**src/rtl/data_bus_sink_if.sv**
```systemverilog
// Valid/data bus into the sink plus the valid/ready handshake out of it.
// The master side drives the bus and consumes the output; the slave side is the sink.
interface data_bus_sink_if #(
    parameter int BusWidth = 32
);
    logic                in_valid;
    logic [BusWidth-1:0] in_data;
    logic                out_valid;
    logic                out_ready;
    logic [BusWidth-1:0] out_data;

    modport master (
        output in_valid,
        output in_data,
        output out_ready,
        input  out_valid,
        input  out_data
    );

    modport slave (
        input  in_valid,
        input  in_data,
        input  out_ready,
        output out_valid,
        output out_data
    );
endinterface

```
**src/rtl/data_bus_sink.sv**
```systemverilog
// Receive end of the valid/data bus: buffers every offered word in a FIFO,
// re-presents it on valid/ready, and counts words lost when the FIFO is full.
module data_bus_sink #(
    parameter int BusWidth = 32,
    parameter int Depth    = 8,
    parameter int CntWidth = 16,
    localparam int LvlW    = $clog2(Depth + 1),
    localparam int PtrW    = $clog2(Depth)
) (
    input  logic                clk,
    input  logic                rst_n,
    data_bus_sink_if.slave      bus,
    output logic [LvlW-1:0]     level,
    output logic                overflow,
    output logic [CntWidth-1:0] drop_count,
    input  logic                clr_overflow
);

    logic [BusWidth-1:0] mem [Depth];
    logic [PtrW-1:0]     wr_ptr;
    logic [PtrW-1:0]     rd_ptr;
    logic [PtrW-1:0]     rd_next;
    logic [LvlW-1:0]     remain;
    logic [BusWidth-1:0] out_data_q;
    logic                full;
    logic                pop;
    logic                push;
    logic                drop;

    assign full    = (level == LvlW'(Depth));
    assign pop     = bus.out_valid & bus.out_ready;
    assign push    = bus.in_valid & (~full | pop);
    assign drop    = bus.in_valid & full & ~pop;
    assign rd_next = pop ? rd_ptr + PtrW'(1) : rd_ptr;
    assign remain  = level - LvlW'(pop);

    assign bus.out_valid = (level != '0);
    assign bus.out_data  = out_data_q;

    // Storage needs no reset: every slot is written before it can be read.
    always_ff @(posedge clk) begin
        if (push) begin
            mem[wr_ptr] <= bus.in_data;
        end
    end

    always_ff @(posedge clk or negedge rst_n) begin
        if (!rst_n) begin
            wr_ptr     <= '0;
            rd_ptr     <= '0;
            level      <= '0;
            out_data_q <= '0;
            overflow   <= 1'b0;
            drop_count <= '0;
        end else begin
            if (push) begin
                wr_ptr <= wr_ptr + PtrW'(1);
            end
            rd_ptr <= rd_next;

            if (push && !pop) begin
                level <= level + LvlW'(1);
            end else if (pop && !push) begin
                level <= level - LvlW'(1);
            end

            // Head register: the word being written now becomes the head only
            // when nothing older remains; otherwise read the next stored word.
            if (remain == '0) begin
                if (push) begin
                    out_data_q <= bus.in_data;
                end
            end else begin
                out_data_q <= mem[rd_next];
            end

            // A clear coinciding with a drop still records that drop.
            if (clr_overflow) begin
                overflow   <= drop;
                drop_count <= drop ? CntWidth'(1) : '0;
            end else if (drop) begin
                overflow <= 1'b1;
                if (drop_count != '1) begin
                    drop_count <= drop_count + CntWidth'(1);
                end
            end
        end
    end

endmodule

```
**src/flat_wrapper.sv**
```systemverilog
// flat-port wrapper written by rule: the top's interface ports become plain ports
module data_bus_sink_flat 
#(
    parameter int BusWidth = 32,
    parameter int Depth    = 8,
    parameter int CntWidth = 16,
    localparam int LvlW    = $clog2(Depth + 1),
    localparam int PtrW    = $clog2(Depth)
)
  (clk, rst_n, level, overflow, drop_count, clr_overflow, bus_in_valid, bus_in_data, bus_out_ready, bus_out_valid, bus_out_data);
  data_bus_sink_if #(.BusWidth(BusWidth)) bus_i ();
  input  logic clk;
  input  logic rst_n;
  output logic [LvlW-1:0] level;
  output logic overflow;
  output logic [CntWidth-1:0] drop_count;
  input  logic clr_overflow;
  input wire logic [$bits(bus_i.in_valid)-1:0] bus_in_valid;
  input wire logic [$bits(bus_i.in_data)-1:0] bus_in_data;
  input wire logic [$bits(bus_i.out_ready)-1:0] bus_out_ready;
  output wire logic [$bits(bus_i.out_valid)-1:0] bus_out_valid;
  output wire logic [$bits(bus_i.out_data)-1:0] bus_out_data;
  assign bus_i.in_valid = bus_in_valid;
  assign bus_i.in_data = bus_in_data;
  assign bus_i.out_ready = bus_out_ready;
  assign bus_out_valid = bus_i.out_valid;
  assign bus_out_data = bus_i.out_data;
  data_bus_sink #(.BusWidth(BusWidth), .Depth(Depth), .CntWidth(CntWidth)) u_core (.clk(clk), .rst_n(rst_n), .bus(bus_i), .level(level), .overflow(overflow), .drop_count(drop_count), .clr_overflow(clr_overflow));
endmodule
```
**config.mk**
```make
export PLATFORM = sky130hd
export DESIGN_NAME = data_bus_sink_flat
export DESIGN_NICKNAME = d
export VERILOG_FILES = /design/src/rtl/data_bus_sink_if.sv /design/src/rtl/data_bus_sink.sv /design/src/flat_wrapper.sv
export SDC_FILE = /design/constraint.sdc
export NUM_CORES = 1
export LEC_CHECK = 0
export BUFFER_PORTS_ARGS = -buffer_cell sky130_fd_sc_hd__buf_4
export CAP_MARGIN = 5
export CELL_PAD_IN_SITES_DETAIL_PLACEMENT = 1
export CELL_PAD_IN_SITES_GLOBAL_PLACEMENT = 1
export CORE_UTILIZATION = 50
export CTS_CLUSTER_SIZE = 16
export DETAILED_ROUTE_END_ITERATION = 10
export PLACE_DENSITY = 0.76
export REMOVE_ABC_BUFFERS = 1
export SLEW_MARGIN = 20
export SYNTH_ARGS = -nofsm -noshare
export SYNTH_HDL_FRONTEND = slang
export SYNTH_SLANG_ARGS = --single-unit
```
**constraint.sdc**
```tcl
create_clock -name clk -period 6.1 [get_ports clk]
set_input_delay 0.305 -clock clk [delete_from_list [all_inputs] [get_ports clk]]
set_output_delay 0.305 -clock clk [all_outputs]
set_load 0.01 [all_outputs]
```
After elaboration in Yosys (flattened, before gate mapping)

Memories as Yosys holds them, arrays and structs flattened.
Index checks and enable logic that the tools add are counted.

Flip-flop bits (word level): 59
Latch bits: 0
Bits in writable memories: 256
Memory bits (read-only): 0
Input bits: 37
Output and inout bits: 54
Memories kept: 1

Memories:

| memory     | depth | bits a word | rd ports | clocked after Yosys merged registers in | wr ports | RTL line            | RTL |
|---|---|---|---|---|---|---|---|
| u_core.mem | 8     | 32          | 1        | 0                                       | 1        | data_bus_sink.sv:19 | `logic [BusWidth-1:0] mem [Depth];` |

$add $sub $neg: 6
Multiply operators: 0
Divide/modulo/power cells: 0
Order comparisons: 0
Equality and inequality tests: 3
Shift-type cells: 0
Multiplexer cells: 13
Bitwise gates (word level): 7
Reductions and logical operators: 10

Operator list:

| operator              | count |
|---|---|
| $mux 32               | 2 |
| $mux 16               | 3 |
| $add 16x1->16 const B | 1 |
| $ne 16x16->1 const B  | 1 |
| $mux 4                | 2 |
| $add 3x1->3 const B   | 2 |
| $reduce_bool 2->1     | 3 |
| $mux 1                | 5 |
| $add 4x1->4 const B   | 1 |
| $and 1x1->1           | 4 |
| $eq 4x4->1 const B    | 1 |
| $logic_not 4->1       | 1 |
| $reduce_bool 4->1     | 1 |
| $sub 4x1->4           | 1 |
| $sub 4x1->4 const B   | 1 |
| $mux 3                | 1 |
| $logic_and 1x1->1     | 2 |
| $logic_not 1->1       | 2 |
| $ne 2x1->1 const B    | 1 |
| $not 1->1             | 2 |
| $reduce_and 2->1      | 1 |
| $or 1x1->1            | 1 |

Depth between registers and ports, before layout

Gate-level depths: netlist of run 1.

Word-level depth: 8
Gate-level depth with buffers: 12

Least setup slack after synthesis of run 1

Ideal clock, no wire load.

Path type: register to register
From: register u_core.level[0]
To: memory u_core.mem[2][0] (enable)
Library setup time: 0.513 ns
Arrival time: 4.402 ns
Path slack: 1.185 ns
Cell stages (with the launch flop): 5
Period minus slack after synthesis: 4.915 ns
Path through: dfrtp_1 or3_1 o21ai_1 clkbuf_1 nor4b_1

Cells in the longest elaborated chain, start to end: 6

RTL lines:

| item                                                   | RTL line                                 | RTL |
|---|---|---|
| start, declared                                        | data_bus_sink.sv:13                      | `output logic [LvlW-1:0] level,` |
| start signal, assigned                                 | data_bus_sink.sv:62                      | `level <= level + LvlW'(1);` |
| start signal, assigned                                 | data_bus_sink.sv:64                      | `level <= level - LvlW'(1);` |
| $reduce_bool 4->1 / $eq 4x4->1 (equally long branches) | data_bus_sink.sv:37, data_bus_sink.sv:30 |  |
| $and 1x1->1 / $not 1->1 (equally long branches)        | data_bus_sink.sv:31, data_bus_sink.sv:32 |  |
| $or 1x1->1 *                                           | data_bus_sink.sv:32                      | `assign push = bus.in_valid & (~full \| pop);` |
| $and 1x1->1 *                                          | data_bus_sink.sv:32                      |  |
| $mux 1 *                                               | data_bus_sink.sv:42                      | `if (push) begin` |
| $mux 1 (implied by the code) *                         | data_bus_sink.sv:43                      | `mem[wr_ptr] <= bus.in_data;` |
| end, declared                                          | data_bus_sink.sv:19                      |  |

Mark *: on every way between the ends. The rest lies on a longest branch, timed or not.

Worst setup path in the final report of run 1

From: register u_core.level[2]
To: register u_core.out_data_q[12] (netlist: u_core.bus.out_data[12])

Cells in the longest elaborated chain, start to end: 5

RTL lines:

| item                                                   | RTL line                                 | RTL |
|---|---|---|
| $reduce_bool 4->1 / $eq 4x4->1 (equally long branches) | data_bus_sink.sv:37, data_bus_sink.sv:30 |  |
| $and 1x1->1 / $not 1->1 (equally long branches)        | data_bus_sink.sv:31, data_bus_sink.sv:32 |  |
| $sub 4x1->4, or another cell as far along              | data_bus_sink.sv:35                      | `assign remain = level - LvlW'(pop);` |
| $logic_not 4->1, or another cell as far along          | data_bus_sink.sv:69                      | `if (remain == '0) begin` |
| $ne 2x1->1 (no line) / $mux 32 (equally long branches) | -                                        |  |
| end signal, assigned                                   | data_bus_sink.sv:71                      | `out_data_q <= bus.in_data;` |
| end signal, assigned                                   | data_bus_sink.sv:74                      | `out_data_q <= mem[rd_next];` |
| end, declared                                          | data_bus_sink.sv:24                      | `logic [BusWidth-1:0] out_data_q;` |

Several ways; a longest one is shown, not always the timed one.
A chain may end at the register's enable or synchronous reset.

==> metrics.txt, run 1 <==
status finished clean; Fmax 0.261 GHz; Inserted Diodes 0; fin cells 1414; vias in the first global route 8897; die width 162 µm; synthesized area 12700 µm²; Core Rows 58; Clock Skews 10.1 ps; Die Span Y 162 µm; Routability Congestion 0.763; Max Cap Viol 0; PwrDens 509 nW/µm²; clock buffer count from CTS 35; kind of critical path reg -> reg; leading area contributor after synthesis edfxtp_1; fraction of registers with async set/reset 0.187; post-synth cell types 42; initial core utilization 0.508; layout cell share with drive strength beyond 1 0.170; Area Overhead vs Synth 17.2%; period utilization 0.628; TritonCTS clock tree done; CP max FO 58; Slew Limit Fails 0; vias per cell 5.90; clock latency on the worst-skew pair 520 ps; Overflow after GRT 0; DPL Wire Length 17700 µm; total wire length 32400 µm; setup tns final 0 ps; WP data required 6510 ps; via count 8343; first-pass GRT wire length 50300 µm; commonest non-fill, non-tap cell in the layout nand2_1; area occupied by registers 9160 µm²; Total GRT Usage 0.254; drc violations 0; largest net degree at the start of global routing 65; nets 1102; leading cell types in the layout, fill and taps excluded nand2_1, edfxtp_1, buf_4, nand3_1, dfrtp_1; Syn Inst Count 964; RSZ-0062 raised after global routing no; share of the synthesized area in the top cell type 0.603; sequential-to-total area share from yosys stat 0.719; static leakage 5.53 nW; Routed WL per cell 22.9 µm; fin util 0.595; Fin. Hold Viols 0; area taken by multi-input logic gates 3390 µm²; Setup crit start kind register; DR pass1 iterations 5; final setup vio count 0; number of flops mapped to enable cells by yosys 256; 1st-iter DRT viols 571; class of the worst hold path in -> reg; initial antenna violation count 0; clock transition at the registers of the reported paths 60 ps; Inst Count DP 1349; IO buf count 90; reg-to-reg slack, setup 2270 ps; min cycle time layout 3830 ps; maximum clock path buffer count 3; slew margin rel. 0.293; root buffer cell clkbuf_16; top post-synthesis cells by area edfxtp_1, dfrtp_1, nand2_1; Routed Antenna Nets 0; Core ar. 25100 µm²; clock tree sinks 315; #FFs+latches synth 315; H-tree levels 2; Yosys warnings 0; die area 26100 µm²; CP endpoint kind register; average size of a mapped cell 13.2 µm²; slew at the pin closest to its max-slew limit 1060 ps; Max IR drop VDD 0.000278 V; fillers 2479; Tot Pwr 7.60 mW; # IOs 91; Top FF cell, synth edfxtp_1; Critical Path AT 4240 ps
worst paths after layout:
kind                            startpoint                       to  cells after the start
setup / recovery           u_core.level[2]  u_core.bus.out_data[12]                      7
hold / removal             bus_in_data[13]        u_core.mem[6][13]                      1
setup reg to reg           u_core.level[2]  u_core.bus.out_data[12]                      7
hold reg to reg            u_core.overflow          u_core.overflow                      2
max in group asynchronous            rst_n  u_core.bus.out_data[18]                      2
min in group asynchronous            rst_n     u_core.drop_count[7]                      2
synthesized netlist by cell type (3+ instances only):
library cell    n
nor3b_1         3
nand3_1        70
buf_2          23
mux2i_1        32
nor4b_2         3
nand2_1       273
clkbuf_1       25
nor2_1         20
o21ai_0         4
ha_1            7
nor4_1          4
edfxtp_1      256
a21o_1          3
inv_2           3
nor3_1         11
a32oi_1        32
dfrtp_1        59
buf_1           4
xnor2_1        20
nand2b_1        4
a41o_1         32
a21oi_1        35
inv_1           8
nand4_1         7
metal layers:
| metal | routed length (µm) | share of wire | GRT usage | vias to the layer above |
|---|---|---|---|---|
| li1 | - | - | - | 3732 |
| met1 | 14000 | 0.43 | 0.334 | 4321 |
| met2 | 16400 | 0.51 | 0.442 | 235 |
| met3 | 1340 | 0.041 | 0.0319 | 55 |
| met4 | 672 | 0.021 | 0.0802 | 0 |
| met5 | 0 | 0 | 0 | - |
cell families (layout without fill, tap and decap cells):
family / count (synthesis) / after routing / synth area share
fa+ha+maj: 8 / 8 / 0.00844
compound gates: 113 / 113 / 0.0697
simple gates: 406 / 406 / 0.138
flops: 315 / 315 / 0.719
xor+xnor: 22 / 22 / 0.0157
buf+inv: 67 / 187 / 0.0238
mux: 33 / 33 / 0.0260
sequential cells by signal, indices dropped and copies added (netlist names):
name	cells
u_core.wr_ptr	3
u_core.rd_ptr	3
u_core.drop_count	16
u_core.bus.out_data	32
u_core.level	4
u_core.overflow	1
u_core.mem	256
worst max-delay path, stage by stage (launching register included):
cell	delay (ps)
dfrtp_1	460
o41a_1	630
xnor2_4	880
inv_2	600
buf_4	530
nand2_1	180
a32oi_1	160
a41o_1	260
report_power, final:
group	switching, mW	internal [mW]
sequential	0.218	2.76
clock	0.833	1.17
combinational	1.66	0.958
total	2.71	4.89
layout make-up:
class,count,area share
sequential,315,0.613
timing repair buffer,112,0.0565
clock inverter,11,0.00670
clock buffer,53,0.0659
inverter,11,0.00276
multi-input combinational,582,0.227
tap,330,0.0276
what timing repair did:
| action | CTS | global route |
|---|---|---|
| hold buffers | 1 | 0 |
| resized for setup | 0 | 0 |
| setup buffers | 0 | 0 |
| hold endpoints to repair | 59 | 0 |
| setup endpoints to repair | 0 | 0 |
metrics by stage:
| step | hold slack, ps | worst slack, ps | area [µm²] |
|---|---|---|---|
| 2_1_floorplan | 9.41 | -839 | 12500 |
| 3_3_place_gp | 505 | 2300 | 13800 |
| 3_5_place_dp | 509 | 2270 | 13800 |
| 4_1_cts | 12.3 | 2220 | 14900 |
| 5_1_grt | 21.2 | 2000 | 14900 |
| 6_report | 29.2 | 2270 | 14900 |
No activity file was read; power rests on OpenSTA's default activity.
==> inputs of run 2 (changes only) <==
CORE_UTILIZATION = 45   (was 50)
PLACE_DENSITY = 0.72   (was 0.76)
clock period = 3.2 ns   (was 6.1 ns; I/O delays follow)
==> metrics.txt, run 2 (synthesized netlist as in run 1, its figures left out) <==
global routing usage on met1 0.309 (-0.0247); crit path max-delay cell type or3_1; post-CTS setup repair buffer count 0 (unchanged); Inserted Diodes 0 (unchanged); Routability Congestion 0.745 (-2.4%); final setup vio count 0 (unchanged); Overflow after GRT 0 (unchanged); Slew Limit Fails 0 (unchanged); Area Overhead vs Synth 21.2%; number of flip-flops in the largest register 256 (unchanged); Core ar. 27900 µm² (+11%); # IOs 91 (unchanged); DR pass1 iterations 4 (-1); initial core utilization 0.458 (-0.0501); met2 Resource Use GR 0.422 (-0.0208); Fin. Hold Viols 0 (unchanged); GR Util met3 0.0277 (-0.00425); initial antenna violation count 0 (unchanged); largest net degree at the start of global routing 101 (+55%); H-tree levels 2 (unchanged); layout cell share with drive strength beyond 1 0.166 (-0.00397); area taken by multi-input logic gates 3380 µm² (-0.41%); static leakage 5.73 nW (+3.5%); Core Rows 61 (+5.2%); 1st-iter DRT viols 581 (+1.8%); die width 170 µm (+5.3%); final instance area 15500 µm² (+3.5%); nets 1144 (+3.8%); DPL Wire Length 18100 µm (+2.1%); leading cell types in the layout, fill and taps excluded nand2_1, edfxtp_1, buf_4, nand3_1, dfrtp_1; post-place setup slack 289 ps (-1980 ps); WP data required 3570 ps (-2940 ps); kind of critical path reg -> reg; final worst slack 263 ps (-2010 ps); CP endpoint kind register; Total GRT Usage 0.237 (-0.0170); largest register by flop count u_core.mem; vias per cell 5.59 (-5.3%); die area 29000 µm² (+11%); Routed Antenna Nets 0 (unchanged); vias in the first global route 8977 (+0.90%); class of the worst hold path in -> reg; period utilization 0.918 (+0.290); Critical Path AT 3300 ps (-940 ps); Placed Instance Area 14100 µm² (+1.5%); Fmax 0.340 GHz (+30%); via count 8378 (+0.42%); Inst Count DP 1407 (+4.3%); slew at the pin closest to its max-slew limit 964 ps (-97.2 ps); Die Span Y 170 µm (+5.3%); status finished clean; min cycle time layout 2940 ps (-891 ps); maximum clock path buffer count 3 (unchanged); root buffer cell clkbuf_16; post_cts resized 0 (unchanged); CP max stage delay 480 ps (-400 ps); clock buffer count from CTS 34 (-2.9%); clock latency on the worst-skew pair 510 ps (about the same); crit-path cells or3_1, o21ai_4, inv_2, buf_4, ha_1, inv_1, ha_1, a21o_1, a21oi_1, xnor2_1, nor2_1, xor2_1; Routed WL per cell 22.0 µm (-4.0%); IO buf count 90 (unchanged); Clock Skews 19.5 ps (+9.47 ps); slew margin rel. 0.358 (+0.0648); fillers 2778 (+12%); TritonCTS clock tree done; CP max FO 13 (-78%); most numerous cell on the critical path ha_1; commonest non-fill, non-tap cell in the layout nand2_1; clock transition at the registers of the reported paths 60 ps (about the same); Setup crit start kind register; fin util 0.555 (-0.0402); fin cells 1500 (+6.1%); RSZ-0062 raised after global routing no; Max IR drop VDD 0.000748 V (+170%); first-pass GRT wire length 51800 µm (+2.9%); area occupied by registers 9160 µm² (unchanged); Max Cap Viol 0 (unchanged); total wire length 33000 µm (+1.8%); drc violations 0 (unchanged); clock tree sinks 315 (unchanged); PwrDens 950 nW/µm² (+87%); GRT Max-Usage Layer met2
## run 2: changes by cell type in the layout (fill, tap and decap cells not counted), moves of 3 or more
cell and change:
clkinv_1 +4, buf_12 +7, clkinv_2 -5, clkbuf_1 -4
buf_4 +3, dlygate4sd3_1 +33
## run 2: metrics by stage
step	power, mW	TNS [ps]	hold slack, ps
floorplan	8.89	-531690	-136
global placement	10.8	0	367
detailed placement	11.0	0	367
CTS	14.8	0	144
global route	15.5	0	185
finish	14.7	0	145
## run 2: metal layers
layer,up-vias,part of all wire
met5,-,0
li1,3813,-
met4,0,0.015
met1,4326,0.44
met2,197,0.51
met3,42,0.040
## run 2: timing repair
action	in CTS	in global routing
endpoints found under the hold margin	330	0
setup endpoints to repair	0	0
hold buffers	34	0
## run 2: final timing paths
check                                 from                 endpoint  slack (ps)  cells past startpoint
max                        u_core.level[2]          u_core.level[3]         260                     12
min                          bus_out_ready     u_core.drop_count[0]         150                      4
max reg2reg                u_core.level[2]          u_core.level[3]         260                     12
min reg2reg                u_core.overflow          u_core.overflow         540                      2
max in group asynchronous            rst_n  u_core.bus.out_data[29]        2200                      2
min in group asynchronous            rst_n     u_core.drop_count[6]         360                      2
## run 2: layout make-up
type | count | share of cell area
Tap cell | 378 | 0.0306
Multi-Input combinational cell | 582 | 0.219
Sequential cell | 315 | 0.593
Inverter | 11 | 0.00267
Timing Repair Buffer | 155 | 0.0865
Clock inverter | 10 | 0.00664
Clock buffer | 49 | 0.0620
## run 2: where the power goes
part | total (mW) | internal (mW) | switching (mW) | leakage [nW]
clock | 3.76 | 2.24 | 1.52 | 0.507
combinational | 5.24 | 2.03 | 3.21 | 2.18
sequential | 5.67 | 5.26 | 0.412 | 3.04
total | 14.7 | 9.53 | 5.14 | 5.73
## run 2: worst max-delay path, delay by kind of cell (launching register included)
kind                     cells  cell delay [ps]
flip-flops                   1              470
XOR/XNOR                     2              280
AND/OR/NAND/NOR              2              550
AO/OA/AOI/OAI                3              610
adder cells (fa/ha/maj)      2              500
buffers and inverters        3              400
